## src/rtl/pwm_pkg.sv

```systemverilog
// Shared constants and helpers for the PWM output block.
package pwm_pkg;

    localparam int unsigned PWM_W           = 8;
    localparam int unsigned NUM_OUT         = 16;
    localparam int unsigned CLK_DIV_DEFAULT = 13;

    localparam logic [PWM_W-1:0] PWM_MAX = 8'hFF;

    // Duty compare; full-scale duty is a solid high with no one-step low gap.
    function automatic logic pwm_compare(input logic [PWM_W-1:0] cnt,
                                         input logic [PWM_W-1:0] duty);
        return (duty == PWM_MAX) ? 1'b1 : (cnt < duty);
    endfunction

endpackage

```

## src/rtl/pwm_timebase.sv

```systemverilog
// Prescaler plus free-running 8-bit PWM counter shared by all pins.
module pwm_timebase #(
    parameter int unsigned CLK_DIV = pwm_pkg::CLK_DIV_DEFAULT
) (
    input  logic                      clk,
    input  logic                      rst_n,
    output logic [pwm_pkg::PWM_W-1:0] pwm_cnt,
    output logic                      tick_c,
    output logic                      wrap_c
);
    import pwm_pkg::*;

    localparam int unsigned PRE_W = (CLK_DIV > 1) ? $clog2(CLK_DIV) : 1;

    logic [PRE_W-1:0] pre_cnt;

    // Tick on the last prescaler count; with CLK_DIV==1 pre_cnt stays 0 and ticks every cycle.
    assign tick_c = (pre_cnt == PRE_W'(CLK_DIV - 1));
    assign wrap_c = tick_c & (pwm_cnt == PWM_MAX);

    // Prescaler and PWM counter; the counter wraps 255->0 on its own.
    always_ff @(posedge clk or negedge rst_n) begin
        if (!rst_n) begin
            pre_cnt <= '0;
            pwm_cnt <= '0;
        end else begin
            if (tick_c) begin
                pre_cnt <= '0;
                pwm_cnt <= pwm_cnt + PWM_W'(1);
            end else begin
                pre_cnt <= pre_cnt + PRE_W'(1);
            end
        end
    end

endmodule

```

## src/rtl/pwm_peripheral.sv

```systemverilog
// Drives 16 pins as off, static on, or PWM with a shared, period-buffered duty.
module pwm_peripheral #(
    parameter int unsigned CLK_DIV = pwm_pkg::CLK_DIV_DEFAULT,
    parameter int unsigned NUM_OUT = pwm_pkg::NUM_OUT
) (
    input  logic                      clk,
    input  logic                      rst,
    input  logic [pwm_pkg::PWM_W-1:0] en_reg_out_7_0,
    input  logic [pwm_pkg::PWM_W-1:0] en_reg_out_15_8,
    input  logic [pwm_pkg::PWM_W-1:0] en_reg_pwm_7_0,
    input  logic [pwm_pkg::PWM_W-1:0] en_reg_pwm_15_8,
    input  logic [pwm_pkg::PWM_W-1:0] pwm_duty_cycle,
    output logic [NUM_OUT-1:0]        out,
    output logic                      period_start
);
    import pwm_pkg::*;

    logic [PWM_W-1:0]   pwm_cnt;
    logic [PWM_W-1:0]   duty_active;
    logic               tick_c;
    logic               wrap_c;
    logic               pwm_high_c;
    logic [NUM_OUT-1:0] en_out_c;
    logic [NUM_OUT-1:0] en_pwm_c;
    logic               unused_tick;

    pwm_timebase #(
        .CLK_DIV (CLK_DIV)
    ) u_timebase (
        .clk     (clk),
        .rst_n   (rst),
        .pwm_cnt (pwm_cnt),
        .tick_c  (tick_c),
        .wrap_c  (wrap_c)
    );

    // Tick is only consumed through wrap in this block.
    assign unused_tick = tick_c;

    assign en_out_c   = NUM_OUT'({en_reg_out_15_8, en_reg_out_7_0});
    assign en_pwm_c   = NUM_OUT'({en_reg_pwm_15_8, en_reg_pwm_7_0});
    assign pwm_high_c = pwm_compare(pwm_cnt, duty_active);

    // Duty shadow load at wrap, period marker, and registered pin mux.
    always_ff @(posedge clk or negedge rst) begin
        if (!rst) begin
            duty_active  <= '0;
            period_start <= 1'b0;
            out          <= '0;
        end else begin
            period_start <= wrap_c;
            if (wrap_c) begin
                duty_active <= pwm_duty_cycle;
            end
            out <= en_out_c & (~en_pwm_c | {NUM_OUT{pwm_high_c}});
        end
    end

endmodule

```

## config.mk

```make
export PLATFORM = sky130hd
export DESIGN_NAME = pwm_peripheral
export DESIGN_NICKNAME = d
export VERILOG_FILES = /design/src/rtl/pwm_pkg.sv /design/src/rtl/pwm_timebase.sv /design/src/rtl/pwm_peripheral.sv
export SDC_FILE = /design/constraint.sdc
export NUM_CORES = 1
export LEC_CHECK = 0
export CAP_MARGIN = 20
export CORE_MARGIN = 2
export CORE_UTILIZATION = 40
export DETAILED_ROUTE_END_ITERATION = 12
export PLACE_DENSITY = 0.76
export REMOVE_ABC_BUFFERS = 1
export SYNTH_ARGS = -nofsm -noshare
export SYNTH_HDL_FRONTEND = slang
export SYNTH_SLANG_ARGS = --single-unit
```

## constraint.sdc

```tcl
create_clock -name clk -period 1.8 [get_ports clk]
set_input_delay 0.36 -clock clk [delete_from_list [all_inputs] [get_ports clk]]
set_output_delay 0.36 -clock clk [all_outputs]
set_load 0.03 [all_outputs]
```

==> Yosys cells after proc, flatten, opt, wreduce, memory -nomap -nowiden <==
Index checks and enable logic that the tools add are counted.
{ "op_classes": {"addsub": 2, "n_mul": 0, "n_div": 0, "magnitude_cmp": 1, "eq_ne": 3, "n_shift": 0, "n_mux": 2, "bitwise": 4, "reduce_logical": 0} }
{ "op_table": {"columns": ["op", "count"], "rows": [
  ["$and A16 B16 Y16", 1],
  ["$eq A8 B8 Y1 const B", 2],
  ["$not A16 Y16", 1],
  ["$or A16 B16 Y16", 1],
  ["$add A8 B1 Y8 const B", 1],
  ["$lt A8 B8 Y1", 1],
  ["$add A4 B1 Y4 const B", 1],
  ["$eq A4 B4 Y1 const B", 1],
  ["$mux W4", 1],
  ["$and A1 B1 Y1", 1],
  ["$mux W1", 1]
]} }
{ "word_totals": {"ff_bits": 37, "latch_bits": 0, "ram_bits": 0, "mem_bits_ro": 0, "inputBits": 42, "output_inout_bits": 17, "elab_cells": 17, "n_memories": 0} }

==> Longest topological paths before layout <==
Gate-level depths: netlist (run 1).
{ "logic_depth": {"ltp_word": 4, "mapped_depth": 7, "depth_no_buf": 6} }

==> Hierarchy <==
Synthesis (run 1) repeated with hierarchy kept, for this count alone.
{ "hier_totals": {"hier_cells": 133, "hier_area_um2": 1626.6} }
{ "modules_own_cells": {"columns": ["mod", "instances", "cells_each", "area_per_inst_um2", "seq_area_each_um2"], "rows": [
  ["pwm_peripheral", 1, 85, 1092.3, 625.6],
  ["pwm_timebase", 1, 48, 534.3, 300.3]
]} }

==> Worst setup path before layout (run 1) <==
No wires, ideal clock.
{ "synth_timing": {"path_kind": "reg2reg", "start": "reg u_timebase.pwm_cnt[6] in the netlist's numbering", "end": "reg out[10]", "setup_time_ps": 128, "arrival_ps": 1662, "t_required_ps": 1672, "path_slack_ps": 9, "stages_incl_launch_ff": 7, "n_path_buf": 1, "period_less_slack_ps": 1791, "cell_sequence": "dfrtp_1 > ha_1 > and4_1 > o21ai_0 > o32ai_2 > buf_2 > a21boi_0"} }
{ "synth_between": {"elab_chain_cells": 4} }
{ "synth_rtl": {"columns": ["item", "line", "source"], "rows": [
  ["from (decl)", "pwm_timebase.sv:7", "output logic [pwm_pkg::PWM_W-1:0] pwm_cnt,"],
  ["from (signal assigned)", "pwm_timebase.sv:29", "pwm_cnt <= pwm_cnt + PWM_W'(1);"],
  ["$lt A8 B8 Y1", "pwm_pkg.sv:13", "return (duty == PWM_MAX) ? 1'b1 : (cnt < duty);"],
  ["$mux W1", "pwm_pkg.sv:13", null],
  ["$or A16 B16 Y16", "pwm_peripheral.sv:55", "out <= en_out_c & (~en_pwm_c | {NUM_OUT{pwm_high_c}});"],
  ["$and A16 B16 Y16", "pwm_peripheral.sv:55", null],
  ["to (signal assigned)", "pwm_peripheral.sv:55", null],
  ["to (decl)", "pwm_peripheral.sv:13", "output logic [NUM_OUT-1:0] out,"]
]} }
Every way passes these cells.
A chain may end at the register's enable or synchronous reset.

==> Final worst setup path (run 1) <==
{ "layout_timing": {"start": "reg duty_active[1]", "end": "reg out[11]"} }
{ "layout_between": {"elab_chain_cells": 4, "elab_cells_between_ends": 5, "classes_between": "1 x order compare; 1 x eq/ne; 1 x mux; 2 x bitwise"} }
{ "layout_rtl": {"columns": ["item", "line", "source"], "rows": [
  ["from (decl)", "pwm_peripheral.sv:19", "logic [PWM_W-1:0] duty_active;"],
  ["from (signal assigned)", "pwm_peripheral.sv:53", "duty_active <= pwm_duty_cycle;"],
  ["$lt A8 B8 Y1 / $eq A8 B8 Y1 (equally long branches)", "pwm_pkg.sv:13", null],
  ["$mux W1 *", "pwm_pkg.sv:13", null],
  ["$or A16 B16 Y16 *", "pwm_peripheral.sv:55", null],
  ["$and A16 B16 Y16 *", "pwm_peripheral.sv:55", null]
]} }
Mark *: on every way between the ends. The rest lies on a longest branch, timed or not.

==> results of run 1 <==
-- worst reg2reg max path: cells and delay by family (launching register included) --
kind | cells | cell delay, ns
compound gates | 3 | 0.68
fa+ha+maj | 1 | 0.31
buf+inv | 2 | 0.24
flops | 1 | 0.39
-- layout make-up --
cell class	count	share of cell area [%]
Tap cell	50	2.51
Multi-Input combinational cell	73	28.0
Timing Repair Buffer	71	27.3
Clock buffer	7	3.46
Inverter	11	1.65
Sequential cell	37	37.1
-- flip-flops by register name, indices dropped and copies added (netlist names) --
| register | cells |
|---|---|
| period_start | 1 |
| u_timebase.pre_cnt | 4 |
| u_timebase.pwm_cnt | 8 |
| duty_active | 8 |
| out | 16 |
-- routing by layer --
layer / up-vias / track usage [%] / wire length [um]
li1: 575 / - / -
met1: 571 / 17.3 / 1310
met3: 6 / 7.17 / 265
met5: - / 0 / 0
met4: 0 / 7.65 / 63
met2: 41 / 30.0 / 1850
-- layout by cell type (no fill, tap or decap), types with 2 or more instances in the layout --
cell	netlist	routed
xnor2_1	5	5
a21boi_1	0	3
a21boi_0	16	13
inv_1	11	10
dfrtp_1	37	37
ha_1	10	7
buf_4	0	12
xor2_1	3	3
clkbuf_8	0	6
clkdlybuf4s50_1	0	58
and3_1	2	2
nand2_1	5	5
mux2_2	9	9
nand4_1	3	3
ha_4	0	3
nor2_1	6	6
-- metrics by stage --
stage	util (%)	total power, uW	setup TNS, ns	hold WS, ns
global placement	58.1	1110	0	0.457
detailed placement	58.1	1110	0	0.492
global route	63.3	1740	0	0.533
finish	63.3	1670	0	0.495
CTS	60.4	1680	0	0.502
floorplan	-	961	-0.849	0.0644
-- path summary, 6_finish.rpt --
path	start	to	slack, ns
max	duty_active[1]	out[11]	0.1
min	rst	u_timebase.pre_cnt[1]	0.50
max reg2reg	duty_active[1]	out[11]	0.1
min reg2reg	u_timebase.pre_cnt[3]	u_timebase.pre_cnt[3]	0.50
max in group asynchronous	rst	out[1]	0.99
min in group clk	u_timebase.pre_cnt[3]	u_timebase.pre_cnt[3]	0.50
-- report_power, final --
group,internal (uW),switching [uW]
clock network,303,258
registers,859,13.3
logic,141,95.8
total,1300,367
-- cells by family (layout without fill, tap and decap cells) --
| group | count (synthesis) | count (layout) | synth area share, % |
|---|---|---|---|
| flops | 37 | 37 | 57.0 |
| buf+inv | 13 | 89 | 3.54 |
| mux | 9 | 9 | 6.24 |
| fa+ha+maj | 10 | 10 | 7.70 |
| compound gates | 26 | 26 | 13.4 |
| xor+xnor | 8 | 8 | 4.31 |
| simple gates | 20 | 20 | 7.85 |
-- repair_timing --
action / CTS / global route
setup buffers: 0 / 7
gates resized for setup: 1 / 13
pin swaps: 0 / 4
setup endpoints to repair: 1 / 23
gates cloned: 0 / 1
==> results.sh, run 1 <==
export IMPL_ant_nets=0
export IMPL_cts_root_buf="clkbuf_8"
export IMPL_netlist_area_sq_mm=0.00163
export IMPL_synth_edf_count=0
export IMPL_h_tree_depth=2
export IMPL_yosysTopAreaCell="dfrtp_1"
export IMPL_synth_area_leaders="dfrtp_1 (57%), ha_1 (7.7%), a21boi_0 (7.4%), mux2_2 (6.2%), xnor2_1 (2.7%)"
export IMPL_dieArea_sq_mm=0.00459
export IMPL_cts_buffer_depth=2
export IMPL_gp_congestion=0.837
export IMPL_async_reset_ff_share_pct=100
export IMPL_placed_area_sq_mm=0.00229
export IMPL_initial_core_util_pct=41.2
export IMPL_path_cells="inv_1 -> ha_1 -> a2111oi_4 -> o32ai_4 -> buf_4 -> a21boi_0"
export IMPL_path_clk_slew_ns=0.06
export IMPL_antenna_found_initial=0
export IMPL_cp_max_fo=8
export IMPL_rows=23
export IMPL_synth_most_common_cell="dfrtp_1"
export IMPL_arrival_ns=1.90
export IMPL_power_leakage_uw=0.00112
export IMPL_fp_dieW_um=67.7
export IMPL_portBuffers=58
export IMPL_cap_violations=0
export IMPL_cp_start_kind="register"
export IMPL_maxSlewViolCount=0
export IMPL_final_net_count=251
export IMPL_drt_pass1_iterations=3
export IMPL_numCtsBuffers=5
export IMPL_final_fill_count=280
export IMPL_cts_sinks=37
export IMPL_routed_wirelength_mm=3.48
export IMPL_cts_tree="built"
export IMPL_drtIter0Drc=39
export IMPL_multi_input_area_sq_um=698
export IMPL_synth_distinct_cells=25
export IMPL_max_stage_delay_ns=0.39
export IMPL_r2r_cells=6
export IMPL_coreArea_sq_mm=0.00394
export IMPL_relSlewSlack_pct=69.7
export IMPL_avgViaCountPerCell=4.79
export IMPL_setup_viol_count_final=0
export IMPL_grt_pass1_vias=1276
export IMPL_preCtsSetupSlack_ns=0.0179
export IMPL_drc=0
export IMPL_setup_ws_ns=0.0997
export IMPL_outcome="finished, final reports clean"
export IMPL_cellPowerDensity_mw_per_mm2=669
export IMPL_gr_total_overflow=0
export IMPL_synth_top_area_share_pct=57.0
export IMPL_critPathBufInv=2
export IMPL_min_path_type="in2async"
export IMPL_diodes=0
export IMPL_vdd_ir_drop_worst_uv=463
export IMPL_path_depth=6
export IMPL_grt_max_degree=38
export IMPL_vias=1193
export IMPL_grt_pass1_wl_mm=5.55
export IMPL_synthFlopType="dfrtp_1"
export IMPL_grt_usage_pct=17.0
export IMPL_register_area_sq_um=926
export IMPL_criticalPathCategory="reg2reg"
export IMPL_drive_gt1_share_pct=19.6
export IMPL_ctsHoldBuffers=0
export IMPL_ys_warn_count=0
export IMPL_ys_ff_latch=37
export IMPL_synthTopCellsByCount="dfrtp_1 (37), a21boi_0 (16), inv_1 (11)"
export IMPL_wl_per_cell_um=14.0
export IMPL_finalCriticalPeriod_ns=1.70
export IMPL_finClkSkew_ns=0.00226
export IMPL_boundaryPins=59
export IMPL_finalNonFillerCells=249
export IMPL_syn_to_final_growth_pct=53.6
export IMPL_worstSetupEndpointType="register"
export IMPL_ys_seq_area_share_pct=57.0
export IMPL_post_synth_cell_area_avg_sq_um=13.2
export IMPL_cp_top_family="compound AO/OA/AOI/OAI gates"
export IMPL_finalHoldViolCount=0
export IMPL_min_period_over_period_pct=94.5
export IMPL_slowest_stage="dfrtp_1"
export IMPL_clkLatencyLatePin_ns=0.28
export IMPL_die_height_um=67.7
export IMPL_dp_hpwl_mm=2.54
export IMPL_timing_fmax_mhz=588
export IMPL_synthCells=123
export IMPL_required_ns=2.00
export IMPL_worst_pin_slew_ns=0.454
export IMPL_place_inst=234
export IMPL_fin_area_sq_mm=0.00250
export IMPL_rsz0062_at_grt="false"
Note: power is estimated with default switching activity, not from simulation.
==> inputs of run 2 (changes only) <==
--- a/config.mk
+++ b/config.mk
@@ -9,7 +9,9 @@
 export CORE_MARGIN = 2
 export CORE_UTILIZATION = 40
 export DETAILED_ROUTE_END_ITERATION = 12
-export PLACE_DENSITY = 0.76
+export GPL_TIMING_DRIVEN = 0
+export PLACE_DENSITY = 0.73
+export RECOVER_POWER = 50
 export REMOVE_ABC_BUFFERS = 1
 export SYNTH_ARGS = -nofsm -noshare
 export SYNTH_HDL_FRONTEND = slang
==> constraint.sdc (replaced) <==
create_clock -name clk -period 2.2 [get_ports clk]
set_input_delay 0.44 -clock clk [delete_from_list [all_inputs] [get_ports clk]]
set_output_delay 0.44 -clock clk [all_outputs]
set_load 0.03 [all_outputs]
==> results.sh, run 2 (same netlist as run 1, synthesis figures left out) <==
export IMPL_outcome="finished, final reports clean"
export IMPL_coreArea_sq_mm=0.00394
export IMPL_boundaryPins=59
export IMPL_h_tree_depth=2
export IMPL_cp_max_fo=16
export IMPL_syn_to_final_growth_pct=48.4
export IMPL_numCtsBuffers=5
export IMPL_criticalPathCategory="reg2reg"
export IMPL_drive_gt1_share_pct=12.8
export IMPL_finalCriticalPeriod_ns=1.92
export IMPL_seq_power_share_pct=45.2
export IMPL_intPower_uw=1260
export IMPL_ant_nets=0
export IMPL_setup_viol_count_final=0
export IMPL_critPathBufInv=1
export IMPL_combPwrFrac_pct=11.5
export IMPL_final_common_cell="clkdlybuf4s50_1"
export IMPL_path_cells="ha_1 -> a41o_1 -> a21oi_1 -> o32ai_4 -> buf_12 -> a21boi_0"
export IMPL_drtIter0Drc=17
export IMPL_ctsHoldBuffers=0
export IMPL_grt_pass1_wl_mm=5.33
export IMPL_cp_start_kind="register"
export IMPL_final_fill_count=288
export IMPL_vdd_ir_drop_worst_uv=538
export IMPL_finClkSkew_ns=0.00331
export IMPL_cap_violations=0
export IMPL_avgViaCountPerCell=4.88
export IMPL_timing_fmax_mhz=521
export IMPL_cellPowerDensity_mw_per_mm2=655
export IMPL_routed_wirelength_mm=3.32
export IMPL_arrival_ns=2.11
export IMPL_mostFrequentLayoutCells="clkdlybuf4s50_1 (57), dfrtp_1 (37), a21boi_0 (16), inv_1 (11), ha_1 (10)"
export IMPL_fp_dieW_um=67.7
export IMPL_p_sw_uw=321
export IMPL_diodes=0
export IMPL_cts_tree="built"
export IMPL_final_net_count=239
export IMPL_r2r_cells=6
export IMPL_cp_top_family="compound AO/OA/AOI/OAI gates"
export IMPL_rows=23
export IMPL_die_height_um=67.7
export IMPL_gr_total_overflow=0
export IMPL_antenna_found_initial=0
export IMPL_reg_top3="out (16), duty_active (8), u_timebase.pwm_cnt (8)"
export IMPL_drt_pass1_iterations=4
export IMPL_r2r_slack_ns=0.28
export IMPL_max_stage_delay_ns=0.46
export IMPL_fin_setup_tns_ns=0
export IMPL_largest_reg_flops=16
export IMPL_dp_hpwl_mm=2.51
export IMPL_maxSlewViolCount=0
export IMPL_grt_max_degree=38
export IMPL_min_path_type="in2async"
export IMPL_path_clk_slew_ns=0.07
export IMPL_drc=0
export IMPL_grt_usage_pct=16.6
export IMPL_rr_startpoint="u_timebase.pwm_cnt[6]"
export IMPL_worst_pin_slew_ns=0.895
export IMPL_rsz0062_at_grt="false"
export IMPL_relSlewSlack_pct=40.4
export IMPL_worstSetupEndpointType="register"
export IMPL_cts_sinks=37
export IMPL_p_clk_share_pct=43.3
export IMPL_gp_congestion=0.746
export IMPL_vias=1162
export IMPL_power_leakage_uw=0.00108
export IMPL_required_ns=2.39
export IMPL_clkLatencyLatePin_ns=0.29
export IMPL_min_period_over_period_pct=87.2
export IMPL_grt_pass1_vias=1226
export IMPL_dieArea_sq_mm=0.00459
export IMPL_wl_per_cell_um=14.0
export IMPL_finalHoldViolCount=0
export IMPL_rr_endpoint="out[1]"
export IMPL_p_sw_share_pct=20.3
export IMPL_initial_core_util_pct=41.2
export IMPL_cts_buffer_depth=2
export IMPL_top_register="out"
export IMPL_cts_root_buf="clkbuf_8"
export IMPL_power_uw=1580
export IMPL_portBuffers=58
export IMPL_slowest_stage="dfrtp_1"
run 2: cell types whose count changed in the layout (fill, tap and decap cells not counted), moves of 2 or more:
cell | before | now
buf_4 | 12 | 0
a21boi_0 | 13 | 16
ha_4 | 3 | 0
a21boi_1 | 3 | 0
ha_1 | 7 | 10
bufinv_16 | 0 | 2
run 2: what timing repair did:
action,in CTS,in global routing
pin swaps,0,1
resized for setup,1,0
endpoints found under the setup margin,16,5
setup buffers,0,1
endpoints found under the hold margin,0,0
run 2: worst max path at each step:
| stage | to | depth (start not counted) | startpoint | slack [ns] |
|---|---|---|---|---|
| 3_5_place_dp | out[11] | 5 | u_timebase.pwm_cnt[6] | -0.18 |
| 6_report | out[1] | 6 | u_timebase.pwm_cnt[6] | 0.28 |
| 2_1_floorplan | out[0] | 5 | u_timebase.pwm_cnt[6] | 0.35 |
| 5_1_grt | out[6] | 6 | u_timebase.pwm_cnt[6] | 0.14 |
| 3_3_place_gp | out[14] | 1 | rst | -0.03 |
| 4_1_cts | out[6] | 5 | u_timebase.pwm_cnt[6] | 0.06 |
run 2: per-stage QoR:
step	utilization [%]	cell area, sq um	hold WS (ns)	setup slack, ns	cells
final	61.2	2410	0.263	0.282	238
after CTS	60.7	2390	0.261	0.0563	237
after detailed placement	57.0	2250	0.494	-0.176	229
after global routing	61.2	2410	0.332	0.141	238
after global placement	57.1	2250	0.447	-0.0259	229
after floorplan	-	1610	0.144	0.347	121
run 2: area by class of cell:
| type | instances | area, sq um | area share (%) |
|---|---|---|---|
| Clock buffer | 5 | 68.8 | 2.85 |
| Clock inverter | 3 | 65.1 | 2.70 |
| Inverter | 11 | 41.3 | 1.71 |
| Multi-Input combinational cell | 73 | 653 | 27.1 |
| Sequential cell | 37 | 926 | 38.4 |
| Tap cell | 50 | 62.6 | 2.59 |
| Timing Repair Buffer | 59 | 596 | 24.7 |
run 2: per-layer routing:
metal | GRT usage, % | share of wire (%)
met5 | 0 | 0
met4 | 9.44 | 3.0
met3 | 8.33 | 9.6
met2 | 28.3 | 52
met1 | 16.2 | 36
run 2: power groups by stage:
stage / registers (uW) / logic (uW) / clock network (uW)
after CTS: 714 / 185 / 701
after detailed placement: 727 / 183 / 0
after global placement: 726 / 179 / 0
final: 714 / 182 / 684
after global routing: 716 / 198 / 738
after floorplan: 757 / 29.3 / 0
==> inputs of run 3 (changes only) <==
--- a/config.mk
+++ b/config.mk
@@ -7,12 +7,13 @@
 export LEC_CHECK = 0
 export CAP_MARGIN = 20
 export CORE_MARGIN = 2
-export CORE_UTILIZATION = 40
+export CORE_UTILIZATION = 47
 export DETAILED_ROUTE_END_ITERATION = 12
 export GPL_TIMING_DRIVEN = 0
-export PLACE_DENSITY = 0.73
+export PLACE_DENSITY = 0.84
 export RECOVER_POWER = 50
 export REMOVE_ABC_BUFFERS = 1
+export SLEW_MARGIN = 20
 export SYNTH_ARGS = -nofsm -noshare
 export SYNTH_HDL_FRONTEND = slang
 export SYNTH_SLANG_ARGS = --single-unit
==> results.sh, run 3 (same netlist as run 1, synthesis figures left out) <==
export IMPL_outcome="finished, final reports clean"
export IMPL_path_clk_slew_ns=0.11
export IMPL_required_ns=2.40
export IMPL_drc=0
export IMPL_rsz0062_at_grt="false"
export IMPL_fin_setup_tns_ns=0
export IMPL_maxSlewViolCount=0
export IMPL_hp_start="u_timebase.pre_cnt[3]"
export IMPL_final_common_cell="clkdlybuf4s50_1"
export IMPL_power_uw=1480
export IMPL_cp_max_fo=16
export IMPL_cap_violations=0
export IMPL_arrival_ns=2.26
export IMPL_finalCriticalPeriod_ns=2.06
export IMPL_cellPowerDensity_mw_per_mm2=624
export IMPL_coreArea_sq_mm=0.00334
export IMPL_top_register="out"
export IMPL_drive_gt1_share_pct=12.2
export IMPL_cts_root_buf="clkbuf_4"
export IMPL_drtIter0Drc=41
export IMPL_vdd_ir_drop_worst_uv=660
export IMPL_gr_total_overflow=0
export IMPL_preCtsSetupSlack_ns=-0.0192
export IMPL_ant_nets=0
export IMPL_final_net_count=240
export IMPL_worst_pin_slew_ns=0.718
export IMPL_min_period_over_period_pct=93.5
export IMPL_numCtsBuffers=5
export IMPL_fp_dieW_um=62.8
export IMPL_mostFrequentLayoutCells="clkdlybuf4s50_1 (57), dfrtp_1 (37), a21boi_0 (16), inv_1 (11), ha_1 (10)"
export IMPL_clkLatencyLatePin_ns=0.34
export IMPL_drt_pass1_iterations=4
export IMPL_cp_start_kind="register"
export IMPL_criticalPathCategory="reg2reg"
export IMPL_power_leakage_uw=0.00107
export IMPL_h_tree_depth=2
export IMPL_finalNonFillerCells=235
export IMPL_routed_wirelength_mm=3.35
export IMPL_diodes=0
export IMPL_grt_max_degree=26
export IMPL_finClkSkew_ns=0.0123
export IMPL_initial_core_util_pct=48.7
export IMPL_cts_sinks=37
export IMPL_reg_top3="out (16), duty_active (8), u_timebase.pwm_cnt (8)"
export IMPL_cts_tree="built"
export IMPL_dieArea_sq_mm=0.00394
export IMPL_finalHoldViolCount=0
export IMPL_dp_hpwl_mm=2.60
export IMPL_syn_to_final_growth_pct=45.8
export IMPL_portBuffers=58
export IMPL_boundaryPins=59
export IMPL_rr_startpoint="u_timebase.pwm_cnt[6]"
export IMPL_vias=1184
export IMPL_setup_viol_count_final=0
export IMPL_grt_usage_pct=20.1
export IMPL_crit_start="u_timebase.pwm_cnt[6]"
export IMPL_cts_buffer_depth=2
export IMPL_worstSetupEndpointType="register"
export IMPL_relSlewSlack_pct=52.1
export IMPL_place_inst=226
export IMPL_gp_congestion=0.737
export IMPL_largest_reg_flops=16
export IMPL_avgViaCountPerCell=5.04
export IMPL_timing_fmax_mhz=486
export IMPL_die_height_um=62.8
export IMPL_min_path_type="reg2reg"
export IMPL_grt_pass1_wl_mm=5.93
export IMPL_antenna_found_initial=0
export IMPL_setup_ws_ns=0.144
export IMPL_wl_per_cell_um=14.2
export IMPL_rows=21
export IMPL_grt_pass1_vias=1289
[run 3: area by class of cell]
class / count / area [sq um]
clock buffers: 5 / 37.5
clock inverters: 3 / 65.1
fillers: 242 / 967
inverters: 11 / 41.3
multi-input cells: 73 / 653
flip-flops and latches: 37 / 926
well taps: 46 / 57.6
repair buffers: 60 / 589
[run 3: stage by stage]
stage | util [%] | instance area (sq um) | hold WS, ns
6_report | 71.0 | 2370 | 0.492
4_1_cts | 71.7 | 2390 | 0.499
3_5_place_dp | 68.0 | 2270 | 0.363
3_3_place_gp | 67.3 | 2250 | 0.446
2_1_floorplan | - | 1610 | 0.144
5_1_grt | 71.0 | 2370 | 0.522
[run 3: repair_timing]
item	CTS	global route
hold endpoints to repair	12	0
setup endpoints to repair	16	3
pin swaps	0	1
hold buffers	1	0
gates cloned	0	0
buffers inserted	0	0
gates resized for setup	1	0
[run 3: metal layers]
layer	track usage, %	up-vias	part of all wire [%]	wire [um]
li1	-	556	-	-
met1	22.8	561	38	1290
met2	31.3	56	48	1590
met3	9.91	11	11	378
met4	10.0	0	2.7	90
met5	0	-	0	0
[run 3: final timing paths]
path,to,slack (ns),depth (start not counted)
min,u_timebase.pre_cnt[3],0.49,1
max reg2reg,out[8],0.14,5
min in group asynchronous,u_timebase.pwm_cnt[6],0.64,2
max,out[8],0.14,5
min reg2reg,u_timebase.pre_cnt[3],0.49,1
max in group asynchronous,out[3],0.51,3
[run 3: where the power goes]
part           internal, uW  switching [uW]
logic                   108            75.9
clock network           352             229
registers               702            11.5
total                  1160             316
[run 3: critical path: stages, from the launching register on]
cell and delay, ns:
dfrtp_1 0.47, ha_1 0.35, and4_1 0.19, o21ai_0 0.14
o32ai_4 0.55, a21boi_0 0.21
==> RTL edit 1: new RTL, settings of run 2 <==
Add an input register stage for `en_reg_out_7_0`, `en_reg_out_15_8`, `en_reg_pwm_7_0`, `en_reg_pwm_15_8` and `pwm_duty_cycle`, with the module's reset; this delays them by one clock.
--- a/src/rtl/pwm_peripheral.sv
+++ b/src/rtl/pwm_peripheral.sv
@@ -14,6 +14,28 @@
     output logic                      period_start
 );
     import pwm_pkg::*;
+
+    logic [pwm_pkg::PWM_W-1:0] en_reg_out_7_0_q;
+    logic [pwm_pkg::PWM_W-1:0] en_reg_out_15_8_q;
+    logic [pwm_pkg::PWM_W-1:0] en_reg_pwm_7_0_q;
+    logic [pwm_pkg::PWM_W-1:0] en_reg_pwm_15_8_q;
+    logic [pwm_pkg::PWM_W-1:0] pwm_duty_cycle_q;
+
+    always_ff @(posedge clk or negedge rst) begin
+        if (!rst) begin
+            en_reg_out_7_0_q  <= '0;
+            en_reg_out_15_8_q <= '0;
+            en_reg_pwm_7_0_q  <= '0;
+            en_reg_pwm_15_8_q <= '0;
+            pwm_duty_cycle_q  <= '0;
+        end else begin
+            en_reg_out_7_0_q  <= en_reg_out_7_0;
+            en_reg_out_15_8_q <= en_reg_out_15_8;
+            en_reg_pwm_7_0_q  <= en_reg_pwm_7_0;
+            en_reg_pwm_15_8_q <= en_reg_pwm_15_8;
+            pwm_duty_cycle_q  <= pwm_duty_cycle;
+        end
+    end
 
     logic [PWM_W-1:0]   pwm_cnt;
     logic [PWM_W-1:0]   duty_active;
@@ -37,8 +59,8 @@
     // Tick is only consumed through wrap in this block.
     assign unused_tick = tick_c;
 
-    assign en_out_c   = NUM_OUT'({en_reg_out_15_8, en_reg_out_7_0});
-    assign en_pwm_c   = NUM_OUT'({en_reg_pwm_15_8, en_reg_pwm_7_0});
+    assign en_out_c   = NUM_OUT'({en_reg_out_15_8_q, en_reg_out_7_0_q});
+    assign en_pwm_c   = NUM_OUT'({en_reg_pwm_15_8_q, en_reg_pwm_7_0_q});
     assign pwm_high_c = pwm_compare(pwm_cnt, duty_active);
 
     // Duty shadow load at wrap, period marker, and registered pin mux.
@@ -50,7 +72,7 @@
         end else begin
             period_start <= wrap_c;
             if (wrap_c) begin
-                duty_active <= pwm_duty_cycle;
+                duty_active <= pwm_duty_cycle_q;
             end
             out <= en_out_c & (~en_pwm_c | {NUM_OUT{pwm_high_c}});
         end
Function: changed (a bounded check fails within 4 cycles, from zero or initial values and one cycle with rst low).
==> RTL edit 1 against run 2 <==
  * The flow now finishes with violations (capacitance limit, slew limit)
  * First-iteration DRC count grew 130%
  * Area after synthesis increased by 62%
  * Worst setup slack improved by 0.016 ns
  * Routed wire length increased by 20%
  * Final cell count up 32%
  * Cell area rose by 46%
  * Clock skew grew 0.0050 ns
  * Power grew 74%
  * Combinational power fell by 16%
  * Sequential cell count increased by 40
  * Utilization shrank 5.6 points
  * Count of clock-buffer cells in the layout rose by 5
  * Largest power group unchanged
==> RTL edit 1: results (changes against run 2) <==
- Status: finished, violations left
- Failing checks: capacitance limit, slew limit
- HPWL Detailed: 2.78 mm (+11%)
- Vias per std cell: 4.62 (-5.3%)
- Drt wl/cell: 12.7 µm (-8.7%)
- Sw frac: 0.208 (+0.00533)
- GR Util met3: 0.0720 (-0.0113)
- Sequential share of the synthesized area: 0.734 (+0.164)
- Initial DRC Count: 39 (+22)
- Max-cap viol count: 1 (+1)
- Power Total: 2.76 mW (+74%)
- Met2 WL: 1.88 mm (+9.6%)
- Pleak: 1.60 nW (+48%)
- Top cells by area, synth: dfrtp_1, ha_1, a21boi_0
- Seq pwr: 1.48 mW (+110%)
- Total track usage: 0.127 (-0.0390)
- Clock network fraction of design power: 0.409 (-0.024)
- H-tree lvl count: 3 (+1)
- Nets: 283 (+18%)
- Clk Latency, worst-skew pair: 0.34 ns (+0.05 ns)
- Pre-CTS setup slack: -0.152 ns (+0.0233 ns)
- Relative slew margins: -0.188 (-0.591)
- Fmax: 526 MHz (+0.85%)
- Worst IR Drop VDD: 0.488 mV (-9.1%)
- Placed insts: 296 (+29%)
- Met1 WL: 1.62 mm (+36%)
- CTS buffer count: 9 (+4)
- Grt met2 use: 0.186 (-0.0970)
- Hold Path Class: reg2reg
- RePlAce Congestion: 0.689 (-7.7%)
- Worst R2R Setup Slack: 0.30 ns (+0.02 ns)
- Layout Skew: 0.00828 ns (+0.00497 ns)
- Vias in the first global route: 1514 (+23%)
- Cells after Synth: 163 (+33%)
- Global-route wire length before repair: 6.89 mm (+29%)
- Post-DP Area: 3280 µm² (+46%)
- Max-slew violations: 78 (+78)
- Share of cells above drive strength 1: 0.131 (+0.00370)
- Met3 wire length: 420 µm (+32%)
- Crit path launch: u_timebase.pre_cnt[0]$_DFF_PN0_
- Hold slack: 0.420 ns (+0.157 ns)
- Final wirelength: 3.99 mm (+20%)
## RTL edit 1: cell type report
class	instances	area, µm²
fill	477	2820
sequential	77	1930
multi-input combinational	73	653
timing repair buffer	59	596
clock buffer	10	128
tap	77	96.3
clock inverter	6	87.6
inverter	11	41.3
## RTL edit 1: cell families (layout without fill, tap and decap cells)
family,Yosys count,in the layout,synth area share
fa+ha+maj,10,10,0.0476
simple gates,20,20,0.0486
buf+inv,13,86,0.0219
mux,9,9,0.0386
compound gates,26,26,0.0829
xor+xnor,8,8,0.0267
flops,77,77,0.734
## RTL edit 1: critical path: stages, from the launching register on
cell     delay (ns)
dfrtp_1        0.41
inv_1          0.09
ha_1           0.17
and3_1         0.33
and3_4         0.26
nand4_4        0.20
mux2_2         0.32
## RTL edit 1: what timing repair did
| item | 4_1_cts | 5_1_grt |
|---|---|---|
| buffers inserted | 0 | 1 |
| pin swaps | 0 | 1 |
| hold endpoints to repair | 0 | 0 |
| endpoints found under the setup margin | 16 | 7 |
| gates resized for setup | 1 | 0 |
==> RTL edit 2: new RTL, settings of run 2 <==
Made on the original files. `NUM_OUT`: 16 -> 32.
--- a/src/rtl/pwm_pkg.sv
+++ b/src/rtl/pwm_pkg.sv
@@ -2,7 +2,7 @@
 package pwm_pkg;
 
     localparam int unsigned PWM_W           = 8;
-    localparam int unsigned NUM_OUT         = 16;
+    localparam int unsigned NUM_OUT         = 32;
     localparam int unsigned CLK_DIV_DEFAULT = 13;
 
     localparam logic [PWM_W-1:0] PWM_MAX = 8'hFF;
Ports: changed (resized out); port bits go from 59 to 75. No check against the original RTL was run, so the function may have changed too.
==> RTL edit 2 against run 2 <==
  * Largest power group unchanged
  * Sequential share of layout area shrank 0.24 points
  * Final cell count grew 7.6%
  * Sequential cell count is the same
  * Routed wire length shrank 6.5%
  * Cell area grew 0.62%
  * Global-route usage shrank 2.9 points
  * Power shrank 12%
  * Area after synthesis grew 7.6%
  * Synthesized cell count grew 14%
  * Non-clock buffer count is the same
  * Worst setup slack gained 0.048 ns
==> RTL edit 2: results (changes against run 2) <==
- Pleak: 1.11 nW (+2.6%)
- Met3 wire length: 231 µm (-27%)
- GR Util met3: 0.0505 (-0.0328)
- Crit path DAT: 2.05 ns (-0.06 ns)
- Comb pwr share: 0.156 (+0.041)
- Seq pwr: 713 µW (about the same)
- Met1 WL: 1.23 mm (+3.8%)
- Internal: 1.03 mW (-18%)
- Drt wl/cell: 12.1 µm (-13%)
- Total track usage: 0.138 (-0.0286)
- Vias in the first global route: 1191 (-2.9%)
- Sw frac: 0.261 (+0.0576)
- Slew @ Worst Pin: 0.902 ns (+0.00705 ns)
- Final wirelength: 3.11 mm (-6.5%)
- RePlAce Congestion: 0.706 (-5.4%)
- Grt met2 use: 0.233 (-0.0503)
- Post-DP Area: 2310 µm² (+2.8%)
- HPWL Detailed: 2.40 mm (-4.5%)
- Via Count: 1182 (+1.7%)
- Worst IR Drop VDD: 0.346 mV (-36%)
- CP top delay family: simple AND/OR/NAND/NOR gates
- Commonest cells in the netlist: dfrtp_1, a21boi_0, buf_4
- Met1 usage: 0.159 (-0.00253)
- Met2 WL: 1.60 mm (-7.0%)
- Status: finished, final reports clean
- Top cells by area, synth: dfrtp_1, ha_1, a21boi_0
- Sequential share of the synthesized area: 0.529 (-0.0403)
- Layout Skew: 0.00914 ns (+0.00583 ns)
- Worst-path maximum fanout: 9 (-7)
==> RTL edit 2: cell families (layout without fill, tap and decap cells) <==
family,Yosys count,in the layout,synth area share
flip-flops,37,37,0.529
buffers and inverters,29,78,0.102
AO/OA/AOI/OAI,26,26,0.124
AND/OR/NAND/NOR,20,20,0.0730
adder cells (fa/ha/maj),10,10,0.0715
multiplexers,9,9,0.0579
XOR/XNOR,8,8,0.0401
other,1,16,0.00214
==> RTL edit 2: path summary, 6_finish.rpt <==
path | start | to | slack (ns) | cells past startpoint
setup / recovery | u_timebase.pre_cnt[0]$_DFF_PN0_ | duty_active[5]$_DFFE_PN0P_ | 0.33 | 6
hold / removal | rst | duty_active[0]$_DFFE_PN0P_ | 0.27 | 1
setup reg to reg | u_timebase.pre_cnt[0]$_DFF_PN0_ | duty_active[5]$_DFFE_PN0P_ | 0.33 | 6
hold reg to reg | u_timebase.pre_cnt[3]$_DFF_PN0_ | u_timebase.pre_cnt[3]$_DFF_PN0_ | 0.47 | 1
max in group asynchronous | rst | out[10]$_DFF_PN0_ | 1.37 | 1
min in group clk | u_timebase.pre_cnt[3]$_DFF_PN0_ | u_timebase.pre_cnt[3]$_DFF_PN0_ | 0.47 | 1
==> RTL edit 2: final cells by class <==
class	instances	area (µm²)	area share
tap	52	65.1	0.0268
inverter	11	41.3	0.0170
sequential	37	926	0.381
multi-input combinational	89	713	0.294
clock buffer	5	68.8	0.0284
timing repair buffer	59	596	0.245
clock inverter	3	17.5	0.00722
==> RTL edit 2: what timing repair did <==
action / in CTS / in global routing
pin swaps: 0 / 1
setup buffers: 0 / 1
resized for setup: 1 / 0
endpoints found under the setup margin: 16 / 12
cloned: 0 / 0
